### src/rtl/dec_ib_src_sched.sv
// Decode-side instruction source sequencer: buffer vs FIFO-bypass select, FIFO pops, buffer occupancy.
// Optional bypass path (BYP state, 0-cycle FIFO->decode) is enabled by defining DEC_IB_BYPASS_EN.
module dec_ib_src_sched #(
   parameter int IB_DEPTH   = 4,
   parameter int FIFO_DEPTH = 8,
   parameter int FIFO_CW    = $clog2(FIFO_DEPTH+1)
) (
   input  logic               clk,
   input  logic               rst,
   input  logic [FIFO_CW-1:0] fifo_cnt,
   input  logic               dec_i0_decode_d,
   input  logic               dec_i1_decode_d,
   input  logic               flush,
   input  logic               dbg_halt,
   output logic               sel_fifo,
   output logic [1:0]         fifo_pop,
   output logic [1:0]         ib_wr_cnt,
   output logic [3:0]         ib_valid_d,
   output logic [2:0]         ib_occ,
   output logic [1:0]         state
);
   localparam int W = FIFO_CW + 2;
   localparam logic [W-1:0] DEPTH = W'(IB_DEPTH);

   typedef enum logic [1:0] {IDLE = 2'd0, BUF = 2'd1, BYP = 2'd2, FLUSH = 2'd3} state_t;

   state_t       cur_st, nxt_st;
   logic [W-1:0] fifo_w, f2, occ_w, avail, req, cons, space, occ_calc;
   logic [1:0]   pop, wr;

   assign fifo_w = W'(fifo_cnt);
   assign f2     = (fifo_w > W'(2)) ? W'(2) : fifo_w;
   assign occ_w  = W'(ib_occ);

`ifdef DEC_IB_BYPASS_EN
   assign sel_fifo = (cur_st == BYP);
`else
   assign sel_fifo = 1'b0;
`endif

   assign avail = sel_fifo ? f2 : occ_w;
   // i1 only counts when i0 is also taken
   assign req   = W'({dec_i0_decode_d & dec_i1_decode_d, dec_i0_decode_d & ~dec_i1_decode_d});
   assign cons  = dbg_halt ? '0 : ((req < avail) ? req : avail);
   assign space = DEPTH - occ_w + cons;

   always_comb begin
      ib_valid_d = '0;
      for (int k = 0; k < 4; k++)
         ib_valid_d[k] = (cur_st != FLUSH) && (W'(k) < avail);
   end

   always_comb begin
      nxt_st   = cur_st;
      pop      = '0;
      wr       = '0;
      occ_calc = occ_w;
      case (cur_st)
         IDLE, BUF: begin
`ifdef DEC_IB_BYPASS_EN
            // IDLE hands off to BYP with an empty buffer, so it does not refill
            if (cur_st == BUF)
               pop = (f2 < space) ? f2[1:0] : space[1:0];
`else
            pop = (f2 < space) ? f2[1:0] : space[1:0];
`endif
            wr       = pop;
            occ_calc = occ_w - cons + W'(pop);
            if (cur_st == IDLE) begin
               if (fifo_w != '0) begin
`ifdef DEC_IB_BYPASS_EN
                  nxt_st = BYP;
`else
                  nxt_st = BUF;
`endif
               end
            end else if (occ_calc == '0) begin
               if (fifo_w == W'(pop))
                  nxt_st = IDLE;
`ifdef DEC_IB_BYPASS_EN
               else
                  nxt_st = BYP;
`endif
            end
         end
         BYP: begin
            pop      = f2[1:0];
            occ_calc = f2 - cons;
            wr       = occ_calc[1:0];
            if (occ_calc != '0)
               nxt_st = BUF;
            else if (fifo_w != W'(pop))
               nxt_st = BYP;
            else
               nxt_st = IDLE;
         end
         default: begin
            nxt_st   = IDLE;
            occ_calc = '0;
         end
      endcase
      if (dbg_halt) begin
         nxt_st   = cur_st;
         pop      = '0;
         wr       = '0;
         occ_calc = occ_w;
      end
      if (flush) begin
         nxt_st   = FLUSH;
         pop      = '0;
         wr       = '0;
         occ_calc = '0;
      end
      if (rst) begin
         pop = '0;
         wr  = '0;
      end
   end

   assign fifo_pop  = pop;
   assign ib_wr_cnt = wr;
   assign state     = cur_st;

   always_ff @(posedge clk or posedge rst) begin
      if (rst) begin
         cur_st <= IDLE;
         ib_occ <= '0;
      end else begin
         cur_st <= nxt_st;
         ib_occ <= occ_calc[2:0];
      end
   end

   a_cons_le_avail: assert property (@(posedge clk) disable iff (rst)
      (!dbg_halt && !flush) |-> (req <= avail));
   // an underflow wraps to a large value, so one bound covers both directions
   a_occ_range: assert property (@(posedge clk) disable iff (rst)
      (occ_w <= DEPTH) && (occ_calc <= DEPTH));
endmodule

### config.mk
export PLATFORM = sky130hd
export DESIGN_NAME = dec_ib_src_sched
export DESIGN_NICKNAME = d
export VERILOG_FILES = /design/src/rtl/dec_ib_src_sched.sv
export SDC_FILE = /design/constraint.sdc
export NUM_CORES = 1
export LEC_CHECK = 0
export ABC_AREA = 1
export CAP_MARGIN = 30
export CORE_UTILIZATION = 51
export DETAILED_ROUTE_END_ITERATION = 10
export PLACE_DENSITY = 0.84
export SLEW_MARGIN = 5
export SYNTH_ARGS = -nofsm -noshare
export SYNTH_HDL_FRONTEND = slang
export SYNTH_SLANG_ARGS = --single-unit
### constraint.sdc
create_clock -name clk -period 8.07 [get_ports clk]
set_input_delay 2.421 -clock clk [delete_from_list [all_inputs] [get_ports clk]]
set_output_delay 2.421 -clock clk [all_outputs]
set_load 0.01 [all_outputs]
Word-level counts from Yosys, hierarchy flattened
Cells that the tools add are included.

Register bits: 5. Input port bits: 10. Output and inout bits: 14. Logic and storage cells: 60.

$add $sub $neg: 5. $lt $le $gt $ge: 7. Eq/ne operators: 9. Mux-type cells: 24. Bitwise gates (word level): 3. Reduce and logical (&&, ||, !) cells: 10.

Operators with widths (number): $mux 2 (15); $mux 3 (4); $ne 4x4->1 const B (3); $pmux 2 s2 (3); $reduce_bool 6->1 (2); $logic_not 6->1 (1); $lt 1x3->1 const A (2); $lt 2x3->1 const A (2); $lt 4x6->1 (1); $pmux 3 s2 (1); $add 4x3->5 (1); $add 4x4->5 (1); $sub 4x3->5 (1); $eq 4x2->1 (1); $gt 4x2->1 const B (1); $logic_and 1x1->1 (4); $mux 4 (1); $ne 2x2->1 const B (2); $ne 4x2->1 (1); $reduce_and 4->1 (1); $sub 3x3->4 (1); $sub 3x3->4 const A (1); $lt 2x3->1 (1); $and 1x1->1 (2); other kinds (5) (5).

Logic depth before layout (Yosys ltp)
Gate-level depths: netlist of the first run.

Depth in word-level cells: 15. Gate-level depth with buffers: 31. Gate-level depth less buffers: 31.

Worst setup path before layout of the first run
Ideal clock, no wire load.

Kind: input port to output port. Start point: in dec_i1_decode_d. End point: out fifo_pop[1]. Arrival: 5.217 ns. Required time: 5.649 ns. Path slack: 0.432 ns. Cell stages on the path: 18. Buffers on the path: 0. Path through: nand2_1 > inv_1 > ha_1 > nand2_1 > o21ai_1 > nor2_1 > nor3_1 > inv_2 > fa_1 > ha_1 > nand2_1 > nand2_2 > nand2_2 > nand2_4 > nand2_2 > and2_1 > nand2_1 > a21oi_1.

Word-level cells in the longest chain between the ends: 12. Elaborated cells between the ends (all ways): 13. Classes of those cells: 1 x add/sub; 2 x order compare; 7 x mux; 3 x bitwise.

RTL lines: from (decl) (RTL line 12) `input logic dec_i1_decode_d,`; $not 1->1 (RTL line 43) `assign req = W'({dec_i0_decode_d & dec_i1_decode_d, dec_i0_decode_d & ~dec_i1_decode_d});`; $and 1x1->1 (RTL line 43); $lt 2x3->1 (RTL line 44) `assign cons = dbg_halt ? '0 : ((req < avail) ? req : avail);`; $mux 3 (*) (2 in a row) (RTL line 44); $add 4x4->5 (*) (RTL line 45) `assign space = DEPTH - occ_w + cons;`; $lt 4x6->1 (RTL line 65) `pop = (f2 < space) ? f2[1:0] : space[1:0];`; $mux 2 (*) (RTL line 65); $pmux 2 s2 (*) (RTL line 58) `case (cur_st)`; $mux 2 (*) (RTL line 102) `if (dbg_halt) begin`; $mux 2 (*) (RTL line 108) `if (flush) begin`; $mux 2 (*) (RTL line 114) `if (rst) begin`; to (decl) (RTL line 16) `output logic [1:0] fifo_pop,`.

Every way passes the cells marked *; elsewhere a longest branch is shown, timed or not.

Worst setup path in the final report of the first run
Start point: in dec_i0_decode_d. End point: out ib_wr_cnt[0].

Word-level cells in the longest chain between the ends: 11. Elaborated cells between the ends (all ways): 13. Classes of those cells: 2 x add/sub; 2 x order compare; 7 x mux; 2 x bitwise.

RTL lines: from (decl) (RTL line 11) `input logic dec_i0_decode_d,`; $and 1x1->1 (RTL line 43); $lt 2x3->1 (RTL line 44); $mux 3 (*) (2 in a row) (RTL line 44); $add 4x4->5 (RTL line 45); $lt 4x6->1 (RTL line 65); $mux 2 (RTL line 65); $pmux 2 s2 (*) (RTL line 58); $mux 2 (*) (RTL line 102); $mux 2 (*) (RTL line 108); $mux 2 (*) (RTL line 114); to (decl) (RTL line 17) `output logic [1:0] ib_wr_cnt,`.

Marked as above.

==> results of run 1 <==
-- power breakdown --
| group | internal (uW) | switching, uW | total (uW) |
|---|---|---|---|
| sequential | 34.2 | 20.1 | 54.3 |
| clock | 18.8 | 11.2 | 29.9 |
| combinational | 304 | 345 | 649 |
| total | 357 | 377 | 733 |
-- per-layer routing --
layer | vias up | global-route usage | routed length [um] | share of wire
li1 | 618 | - | - | -
met1 | 587 | 0.315 | 1370 | 0.43
met2 | 44 | 0.560 | 1660 | 0.52
met3 | 8 | 0.0741 | 125 | 0.039
met4 | 0 | 0.0722 | 51 | 0.016
met5 | - | 0 | 0 | 0
-- kinds of logic after synthesis --
logic type      synth area share
compound gates             0.130
other cells              0.00688
fa+ha+maj                  0.257
flops                      0.115
buf+inv                    0.103
simple gates               0.342
xor+xnor                  0.0470
-- final cells by class --
type	count	area [um^2]
Clock buffer	4	26.3
Timing Repair Buffer	43	355
Multi-Input combinational cell	134	953
Sequential cell	5	125
Inverter	25	93.8
Fill cell	130	394
Tap cell	27	33.8
-- path summary, 6_finish.rpt --
| check | to | start | cells after the start |
|---|---|---|---|
| min | state[0] | state[0] | 2 |
| min reg2reg | state[0] | state[0] | 2 |
| max | ib_wr_cnt[0] | dec_i0_decode_d | 25 |
| max reg2reg | state[1] | ib_occ[1] | 31 |
| max in group asynchronous | ib_occ[0] | rst | 2 |
| min in group asynchronous | state[0] | rst | 2 |
-- sequential cells by signal (all words and copies together) (netlist names) --
name and count:
state 2, ib_occ 3
-- metrics by stage --
stage	TNS (ps)	utilization	area [um^2]	hold slack (ps)	setup WS (ps)
2_1_floorplan	0	-	1110	564	432
5_1_grt	-23.6	0.801	1590	634	-18.0
6_report	0	0.801	1590	592	220
3_5_place_dp	-2640	0.728	1440	566	-691
4_1_cts	0	0.774	1530	589	98.0
3_3_place_gp	-1690	0.728	1440	558	-457
-- critical path, delay by kind of cell --
family,cells,cell delay (ps)
xor gates and xnor gates,1,140
adders and majority gates,3,880
and+or+nand+nor,11,740
AOI/OAI and AO/OA,4,460
buffers and inverters,6,780
-- cell usage in the layout (no fill, tap or decap), types with 3 or more instances in the layout --
cell type | synthesis | layout
nand3_1 | 10 | 10
fa_1 | 4 | 3
conb_1 | 2 | 7
nand2_2 | 5 | 9
inv_2 | 5 | 7
a21oi_1 | 12 | 8
nor2_1 | 8 | 7
buf_2 | 0 | 4
a21oi_2 | 0 | 4
nor2_2 | 3 | 3
nand4_1 | 4 | 4
clkbuf_4 | 0 | 3
inv_1 | 19 | 17
nand2_1 | 35 | 30
ha_1 | 16 | 14
xor2_1 | 4 | 4
dfrtp_1 | 5 | 5
buf_4 | 1 | 21
o21ai_0 | 5 | 4
clkdlybuf4s50_1 | 0 | 16
-- what timing repair did --
| action | 4_1_cts | 5_1_grt |
|---|---|---|
| setup buffers | 6 | 2 |
| pin swaps | 16 | 11 |
| endpoints found under the setup margin | 4 | 4 |
| endpoints found under the hold margin | 0 | 0 |
| resized for setup | 33 | 8 |
==> flow_metrics.tcl, run 1 <==
set metrics [dict create \
    grt_pass1_wl_mm 4.75 \
    yosys-top-cells-area "ha_1, nand2_1, dfrtp_1" \
    dieArea_um2 2330 \
    crit_top_cell "nand2_2" \
    period_share 0.973 \
    start_kind "primary input" \
    grt_usage 0.292 \
    place_hpwl_mm 2.40 \
    netlist.area_leader.share 0.183 \
    rows 16 \
    die_y_um 48.3 \
    critical_path_class "primary input to output pin" \
    ant_nets 0 \
    async_reset_ff_frac 1.00 \
    slowest_stage "ha_1" \
    p_leak_uw 0.000802 \
    cts_root_buffer "clkbuf_4" \
    finalWirelength_mm 3.21 \
    cts_buffers 3 \
    pin_count 24 \
    finalSetupViolCount 0 \
    tritoncts "built" \
    ir_drop_v 0.000320 \
    synth_common_cells "nand2_1, inv_1, ha_1" \
    max_freq_mhz 127 \
    layout.nets 242 \
    port-buffer-count 22 \
    cts_hold_buf 0 \
    yosysTopAreaCell "ha_1" \
    clk_pin_slew_ps 50 \
    ys_seq_elements 5 \
    ys_warn_count 0 \
    syn_area_um2 1090 \
    diodes 0 \
    gp_congestion 0.938 \
    synth_cell_types 33 \
    critPathRequiredTime_ps 5650 \
    status "finished clean" \
    fp.coreArea_um2 1980 \
    finClkSkew_ps 4.03 \
    power_uw 733 \
    insertion_delay_ps 250 \
    arrival_ps 5430 \
    ff2ff_setup_slack_ps 3050 \
    hold_violations 0 \
    grt_antenna_before_repair 0 \
    end_kind "output pin" \
    grt_pass1_vias 1195 \
    grt_overflow 0 \
    slew_violations 0 \
    power.density_nw_per_um2 462 \
    initial_core_util 0.551 \
    yosys.cell_count.top_type "nand2_1" \
    fin_cells 238 \
    synth_edf_count 0 \
    drtIter0Drc 24 \
    critPathMaxFanout 4 \
    viasPerCell 5.28 \
    die_w_um 48.3 \
    grt_max_degree 11 \
    synth_area_per_cell_um2 6.78 \
    drc 0 \
    vias 1257 \
    cts.sinks 5 \
    clockBufferDepth 2 \
    drt_first_pass_iters 4 \
    placedCellCount 226 \
    cap_viol_max_count 0 \
    slowest_delay_ps 320 \
    synth_top_flop_cell "dfrtp_1" \
    htreeDepth 1 \
    syn_inst 161 \
    hold_path_class "flop to flop" \
    period_needed_ps 7850 \
    drive_above_1_share 0.327 \
    syn_to_final_growth_pct 45.5 \
    wl_per_cell_um 13.5 \
    ys_seq_area_frac 0.115 \
]
No activity file was read; power rests on OpenSTA's default activity.
==> run 2: changes to the inputs <==
Settings changed: CTS_CLUSTER_DIAMETER set to 150, CTS_CLUSTER_SIZE set to 10.
==> results of run 2 <==
The final DEF is identical to that of run 1; final timing and power are the same.
==> run 3: changes to the inputs <==
Settings changed: CORE_UTILIZATION 51 to 50, PLACE_DENSITY 0.84 to 0.83.
==> flow_metrics.tcl, run 3 (synthesized netlist as in run 1, its figures left out) <==
set metrics [dict create \
    status "finished clean" \
    clk_pin_slew_ps 40 \
    htreeDepth 1 \
    grt_max_degree 11 \
    placedCellCount 225 \
    cts_buffers 3 \
    syn_to_final_growth_pct 50.2 \
    hold_violations 0 \
    cts_hold_buf 0 \
    place_hpwl_mm 2.43 \
    insertion_delay_ps 250 \
    cts.sinks 5 \
    gp_congestion 0.897 \
    end_kind "output pin" \
    drtIter0Drc 56 \
    diodes 0 \
    hp-start "state[0]" \
    largest_reg_flops 3 \
    slowest_delay_ps 320 \
    power_uw 818 \
    startpoint "dec_i0_decode_d" \
    fin_area_um2 1640 \
    die_y_um 48.7 \
    port-buffer-count 22 \
    pin_count 24 \
    largest-register "ib_occ" \
    max_freq_mhz 128 \
    drive_above_1_share 0.349 \
    tns_ps 0 \
    start_kind "primary input" \
    p_leak_uw 0.000823 \
    arrival_ps 5380 \
    fin_cells 239 \
    grt_usage 0.280 \
    ant_nets 0 \
    grt_overflow 0 \
    cts_root_buffer "clkbuf_4" \
    cap_viol_max_count 0 \
    drt_first_pass_iters 4 \
    r2r-start "ib_occ[1]" \
    gr-usage-met3 0.0377 \
    vias 1274 \
    crit_top_cell "nand2_4" \
    critical_path_class "primary input to output pin" \
    grt.busiest_layer "met2" \
    fp.coreArea_um2 2000 \
    rsz0062_at_grt "no" \
    finClkSkew_ps 1.44 \
    tritoncts "built" \
    critPathMaxFanout 4 \
    grt_antenna_before_repair 0 \
    drc 0 \
    slew_violations 0 \
    rows 16 \
    preCtsSetupSlack_ps -652 \
    critPathRequiredTime_ps 5650 \
    layout_common_cells "nand2_1, buf_4, inv_1" \
    critPathBufInv 6 \
    grt_pass1_wl_mm 5.21 \
    die_w_um 48.7 \
    hold_path_class "flop to flop" \
    period_share 0.966 \
    clockBufferDepth 2 \
    met2_usage 0.509 \
    period_needed_ps 7800 \
    layout.nets 243 \
    viasPerCell 5.33 \
    finalWirelength_mm 3.41 \
    grt_util_met1 0.320 \
    crit_family "simple AND/OR/NAND/NOR gates" \
    power.density_nw_per_um2 499 \
    wl_per_cell_um 14.2 \
    initial_core_util 0.545 \
    final_common_cell "nand2_1" \
    grt_pass1_vias 1242 \
    dieArea_um2 2370 \
    dpl-instance-area_um2 1440 \
    slowest_stage "ha_1" \
    ir_drop_v 0.000371 \
    fin_ws_ps 272 \
    finalSetupViolCount 0 \
]
[run 3: final cells by class]
cell class | instances | area [um^2]
Multi-Input combinational cell | 134 | 1000
Fill cell | 136 | 363
Timing Repair Buffer | 44 | 359
Sequential cell | 5 | 125
Inverter | 25 | 93.8
Tap cell | 27 | 33.8
Clock buffer | 4 | 26.3
[run 3: repair_timing]
item | 4_1_cts | 5_1_grt
cloned | 0 | 0
resized for setup | 32 | 21
buffers inserted | 3 | 7
endpoints found under the setup margin | 4 | 4
pin swaps | 11 | 16
[run 3: worst paths after layout]
check,cells past startpoint,end,slack [ps]
min in group asynchronous,2,ib_occ[0],2390
worst min register to register,2,state[0],570
worst max-delay path,25,fifo_pop[0],270
worst min-delay path,2,state[0],570
max in group asynchronous,2,state[1],5480
worst max register to register,31,state[1],3020
[run 3: stage by stage]
stage	hold slack (ps)	utilization
after floorplan	564	-
after global routing	613	0.819
after CTS	565	0.752
final	573	0.819
after global placement	551	0.717
after detailed placement	555	0.717
[run 3: worst reg2reg max path: cells and delay by family (launching register included)]
kind	cells	cell delay (ps)
adder cells (fa/ha/maj)	5	1490
AND/OR/NAND/NOR	16	1460
buffers and inverters	5	720
AO/OA/AOI/OAI	4	660
flip-flops	1	480
XOR/XNOR	1	140
[run 3: routing by layer]
metal,share of wire,wire length [um],up-vias
met5,0,0,-
met4,0.040,135,0
met3,0.044,151,12
met2,0.52,1770,52
met1,0.40,1350,591
li1,-,-,619
[run 3: report_power, final]
part	internal [uW]	leakage [uW]	switching, uW
logic	351	0.000744	383
registers	34.2	0.0000641	20.2
clock network	18.8	0.0000150	11.2
total	404	0.000823	414
==> RTL edit 1: new RTL, flow settings as in run 3 <==
`FIFO_DEPTH`: 8 -> 4.
--- a/src/rtl/dec_ib_src_sched.sv
+++ b/src/rtl/dec_ib_src_sched.sv
@@ -2,7 +2,7 @@
 // Optional bypass path (BYP state, 0-cycle FIFO->decode) is enabled by defining DEC_IB_BYPASS_EN.
 module dec_ib_src_sched #(
    parameter int IB_DEPTH   = 4,
-   parameter int FIFO_DEPTH = 8,
+   parameter int FIFO_DEPTH = 4,
    parameter int FIFO_CW    = $clog2(FIFO_DEPTH+1)
 ) (
    input  logic               clk,
Ports: changed (resized fifo_cnt); port bits go from 24 to 23. The function was not compared with the original's and may differ.
==> RTL edit 1 against run 3 <==
- area after synthesis rose by 0.69%
- total power fell by 7.1%
- setup slack got worse by 0.077 ns
- fmax fell by 0.97%
- clock power fell by 4%
- design area rose by 1.6%
- wire length rose by 6.8%
- sequential cell count did not move
- critical path type unchanged
- largest power group unchanged
==> RTL edit 1: results (changes against run 3) <==
Critical path
  • Worst path arrival time: 5.45 ns (was 5.38 ns)
  • Slowest CP cell: fa_2 (was ha_1)
  • Reg2Reg Depth: 35 (was 31)
  • Max stage delay on crit path: 0.42 ns (was 0.32 ns)
  • R2r setup slk: 1.97 ns (was 3.02 ns)
  • Critical path fanouts, max: 5 (was 4)

Global route
  • Met3 Use GR: 0.0374 (was 0.0377)
  • Met1 GRT Util: 0.311 (was 0.320)

Synth
  • Register area share after synthesis: 0.114 (was 0.115)
  • Synth Area in XOR/XNOR: 0.0399 (was 0.0470)
  • Synth top cells by count: nand2_1, inv_1, ha_1 (unchanged)
  • Post-Syn Instances: 172 (was 161)
  • Adder-Cell Fraction of Synth Area: 0.244 (was 0.257)
  • Synth Area in Compound Gates: 0.129 (was 0.130)
  • Synth area leaders: ha_1, nand2_1, dfrtp_1, inv_1, fa_1 (was ha_1, nand2_1, dfrtp_1, fa_1, inv_1)

STA
  • Fin Hold WS: 0.611 ns (was 0.573 ns)

Placed design
  • Detailed placement HPWL: 2320 um (was 2430 um)
  • # placed instances: 235 (was 225)
  • Dpl ws: -0.694 ns (was -0.652 ns)
  • Placer Congestion: 0.931 (was 0.897)
  • # port buffers: 21 (was 22)

Finish
  • Layout cells sized above 1: 0.310 (was 0.349)
  • Layout Cells excl Fill: 256 (was 239)

Route
  • Vias: 1408 (was 1274)
  • Met1 Wirelength: 1420 um (was 1350 um)
  • DRT iter0 DRCs: 61 (was 56)
  • Met2 routed wirelength: 1870 um (was 1770 um)
  • Wire length on met3: 259 um (was 151 um)
  • Final WL: 3640 um (was 3410 um)

Power
  • Maximum vdd drop: 278 uV (was 371 uV)

Run status
  • Status: finished, final reports clean (unchanged)
RTL edit 1: cell types whose count changed after synthesis, moves of 3 or more:
cell | run 3 | this run
nor2_1 | 8 | 12
nor2_2 | 3 | 0
nand2_1 | 35 | 42
nand3_1 | 10 | 13
inv_1 | 19 | 28
inv_2 | 5 | 1
o21ai_0 | 5 | 2
RTL edit 1: area by class of cell:
| class | count | area [um2] | share of cell area |
|---|---|---|---|
| multi-input combinational | 140 | 968 | 0.582 |
| timing repair buffer | 50 | 398 | 0.239 |
| sequential | 5 | 125 | 0.0751 |
| inverter | 30 | 114 | 0.0684 |
| tap | 27 | 33.8 | 0.0203 |
| clock buffer | 4 | 26.3 | 0.0158 |
RTL edit 1: timing repair:
action	CTS	global route
setup endpoints to repair	4	6
gates resized for setup	29	18
setup buffers	13	4
pin swaps	10	19
RTL edit 1: worst max path at each step:
stage,from,end,slack (ns),cells after the start
floorplan,dec_i0_decode_d,fifo_pop[1],0.28,17
global placement,dec_i0_decode_d,fifo_pop[1],-0.56,20
detailed placement,dec_i0_decode_d,fifo_pop[1],-0.69,20
CTS,dec_i1_decode_d,fifo_pop[0],0.03,23
global route,dec_i0_decode_d,state[1],-0.02,37
finish,dec_i0_decode_d,ib_wr_cnt[1],0.20,19
RTL edit 1: power by group through the flow:
stage	registers (W)	clock network [W]	logic, W
2_1_floorplan	0.0000511	0	0.000335
3_3_place_gp	0.0000513	0	0.000480
3_5_place_dp	0.0000517	0	0.000499
4_1_cts	0.0000516	0.0000291	0.000583
5_1_grt	0.0000538	0.0000320	0.000739
6_report	0.0000527	0.0000288	0.000678
==> RTL edit 2: new RTL, flow settings as in run 3 <==
Made on the original files. Register the outputs `fifo_pop` and `ib_wr_cnt`, cleared by the reset; this adds one clock of latency there. The other outputs are not delayed to match.
--- a/src/rtl/dec_ib_src_sched.sv
+++ b/src/rtl/dec_ib_src_sched.sv
@@ -117,8 +117,15 @@
       end
    end
 
-   assign fifo_pop  = pop;
-   assign ib_wr_cnt = wr;
+   always_ff @(posedge clk or posedge rst) begin
+      if (rst) begin
+         fifo_pop  <= '0;
+         ib_wr_cnt <= '0;
+      end else begin
+         fifo_pop  <= pop;
+         ib_wr_cnt <= wr;
+      end
+   end
    assign state     = cur_st;
 
    always_ff @(posedge clk or posedge rst) begin
Check against the original RTL: not equivalent (Yosys sat finds a counterexample within 4 cycles, from zero or initial values and one cycle with rst high).
==> RTL edit 2 against run 3 <==
- critical endpoint is now state[0]
- area after synthesis grew 8.3%
- setup slack gained 0.49 ns
- design area shrank 10%
- wire length shrank 23%
- non-clock buffer count shrank 22
- first-iteration DRC count shrank 70%
- total power shrank 28%
- clock skew grew 0.0065 ns
- sequential cell count grew 4
- sequential share of layout area grew 7.6 points
==> RTL edit 2: results (changes against run 3) <==
Critical path
  • Critical path fanouts, max: 4 (unchanged)
  • Slowest CP cell: fa_1 (was ha_1)
  • Max stage delay on crit path: 0.66 ns (was 0.32 ns)
  • Worst path arrival time: 7.47 ns (was 5.38 ns)
  • R2r setup slk: 2.77 ns (was 3.02 ns)
  • Reg2Reg Depth: 25 (was 31)
  • Critical Path Source: dec_i0_decode_d (unchanged)
  • Worst r2r src: ib_occ[1] (unchanged)
  • Crit path capture: state[0] (was fifo_pop[0])
  • WS Path Type: in2reg (was in2out)

Run status
  • Status: finished, final reports clean (unchanged)

Finish
  • Net count, final: 228 (was 243)
  • Layout cells sized above 1: 0.0964 (was 0.349)
  • Antenna Cells: 0 (unchanged)
  • Register name with the most flops: ib_occ (unchanged)

Synth
  • Synth warn: 0 (unchanged)
  • Ys async rst share: 1.00 (unchanged)
  • Synth top cells by count: nand2_1, inv_1, ha_1 (unchanged)
  • Register area share after synthesis: 0.191 (was 0.115)
  • Synth area leaders: dfrtp_1, ha_1, nand2_1, inv_1, fa_1 (was ha_1, nand2_1, dfrtp_1, fa_1, inv_1)
  • Post-Syn Instances: 167 (was 161)
  • Yosys cell types: 28 (was 33)

Route
  • Final WL: 2640 um (was 3410 um)
  • DRT Pass-1 Iters: 4 (unchanged)
  • Vias: 1140 (was 1274)
  • DRT iter0 DRCs: 17 (was 56)
  • Antenna Violating Nets Remaining: 0 (unchanged)
  • Drt via density: 5.07 (was 5.33)

Placed design
  • # placed instances: 221 (was 225)
  • # port buffers: 22 (unchanged)
  • Detailed placement HPWL: 2250 um (was 2430 um)
  • Dpl ws: 0.499 ns (was -0.652 ns)
  • Placer Congestion: 0.857 (was 0.897)

Clock tree
  • Root buffer cell: clkbuf_4 (unchanged)
  • # Post-CTS Setup Buffers: 0 (was 3)
  • Clk_lat worst skew: 0.27 ns (was 0.25 ns)
  • Clock transition at path regs: 0.06 ns (was 0.04 ns)
  • CTS buffer count: 3 (unchanged)
  • Clock buffer depth: 2 (unchanged)
  • Post-CTS sizing: 0 (was 32)

Global route
  • Antenna violations before repair: 0 (unchanged)
  • First-pass GRT wire length: 4510 um (was 5210 um)
  • Total track usage: 0.229 (was 0.280)
  • Pin count of the biggest net entering global routing: 11 (unchanged)

STA
  • Final Hold Vio Count: 0 (unchanged)
  • Fin Hold WS: 0.610 ns (was 0.573 ns)
  • Worst Tran Pin Value: 0.569 ns
  • Worst Skew: 0.00791 ns (was 0.00144 ns)
  • Final Worst Setup Slack: 0.759 ns (was 0.272 ns)

Power
  • Lkg Pwr: 0.755 nW (was 0.823 nW)
  • Maximum vdd drop: 235 uV (was 371 uV)
  • Sw Pwr: 0.000308 W (was 0.000414 W)

Hold path
  • Worst hold path class: reg2reg (unchanged)
  • Hold path startpoint: state[0] (unchanged)
[RTL edit 2: cell count changes after synthesis, sizes merged]
cell | run 3 | this run
nand2 | 41 | 43
dfrtp | 5 | 9
nor2 | 11 | 13
clkinv | 1 | 0
buf | 2 | 1
nand3 | 12 | 11
or2 | 4 | 3
inv | 24 | 27
nor4 | 1 | 0
[RTL edit 2: kinds of logic (layout without fill, tap and decap cells)]
logic type,count (synthesis),count (layout),synth area share
AND/OR/NAND/NOR,78,78,0.310
buffers and inverters,28,53,0.0922
adder cells (fa/ha/maj),20,20,0.237
AO/OA/AOI/OAI,25,25,0.120
XOR/XNOR,5,5,0.0434
flip-flops,9,9,0.191
other,2,7,0.00636
[RTL edit 2: routing by layer]
metal / up-vias / track usage / routed length [um]
li1: 592 / - / -
met1: 521 / 0.273 / 1190
met2: 25 / 0.442 / 1330
met3: 2 / 0.0303 / 103
met4: 0 / 0.0278 / 12
met5: - / 0 / 0
[RTL edit 2: through the flow]
stage	util	instance area, um2	power [W]
after floorplan	-	1200	0.000428
after global placement	0.654	1450	0.000536
after detailed placement	0.654	1450	0.000550
after CTS	0.667	1480	0.000589
after global routing	0.667	1480	0.000668
final	0.667	1480	0.000589
[RTL edit 2: power by group through the flow]
stage,logic (W),clock network (W),registers (W)
after floorplan,0.000352,0,0.0000760
after global placement,0.000460,0,0.0000759
after detailed placement,0.000475,0,0.0000759
after CTS,0.000477,0.0000359,0.0000757
after global routing,0.000551,0.0000392,0.0000775
final,0.000478,0.0000359,0.0000752
[RTL edit 2: final cells by class]
cell class	count	area (um2)
multi-input combinational	135	866
timing repair buffer	22	220
tap	28	35.0
clock inverter	1	5.00
sequential	9	225
fill	202	737
inverter	27	101
clock buffer	3	22.5
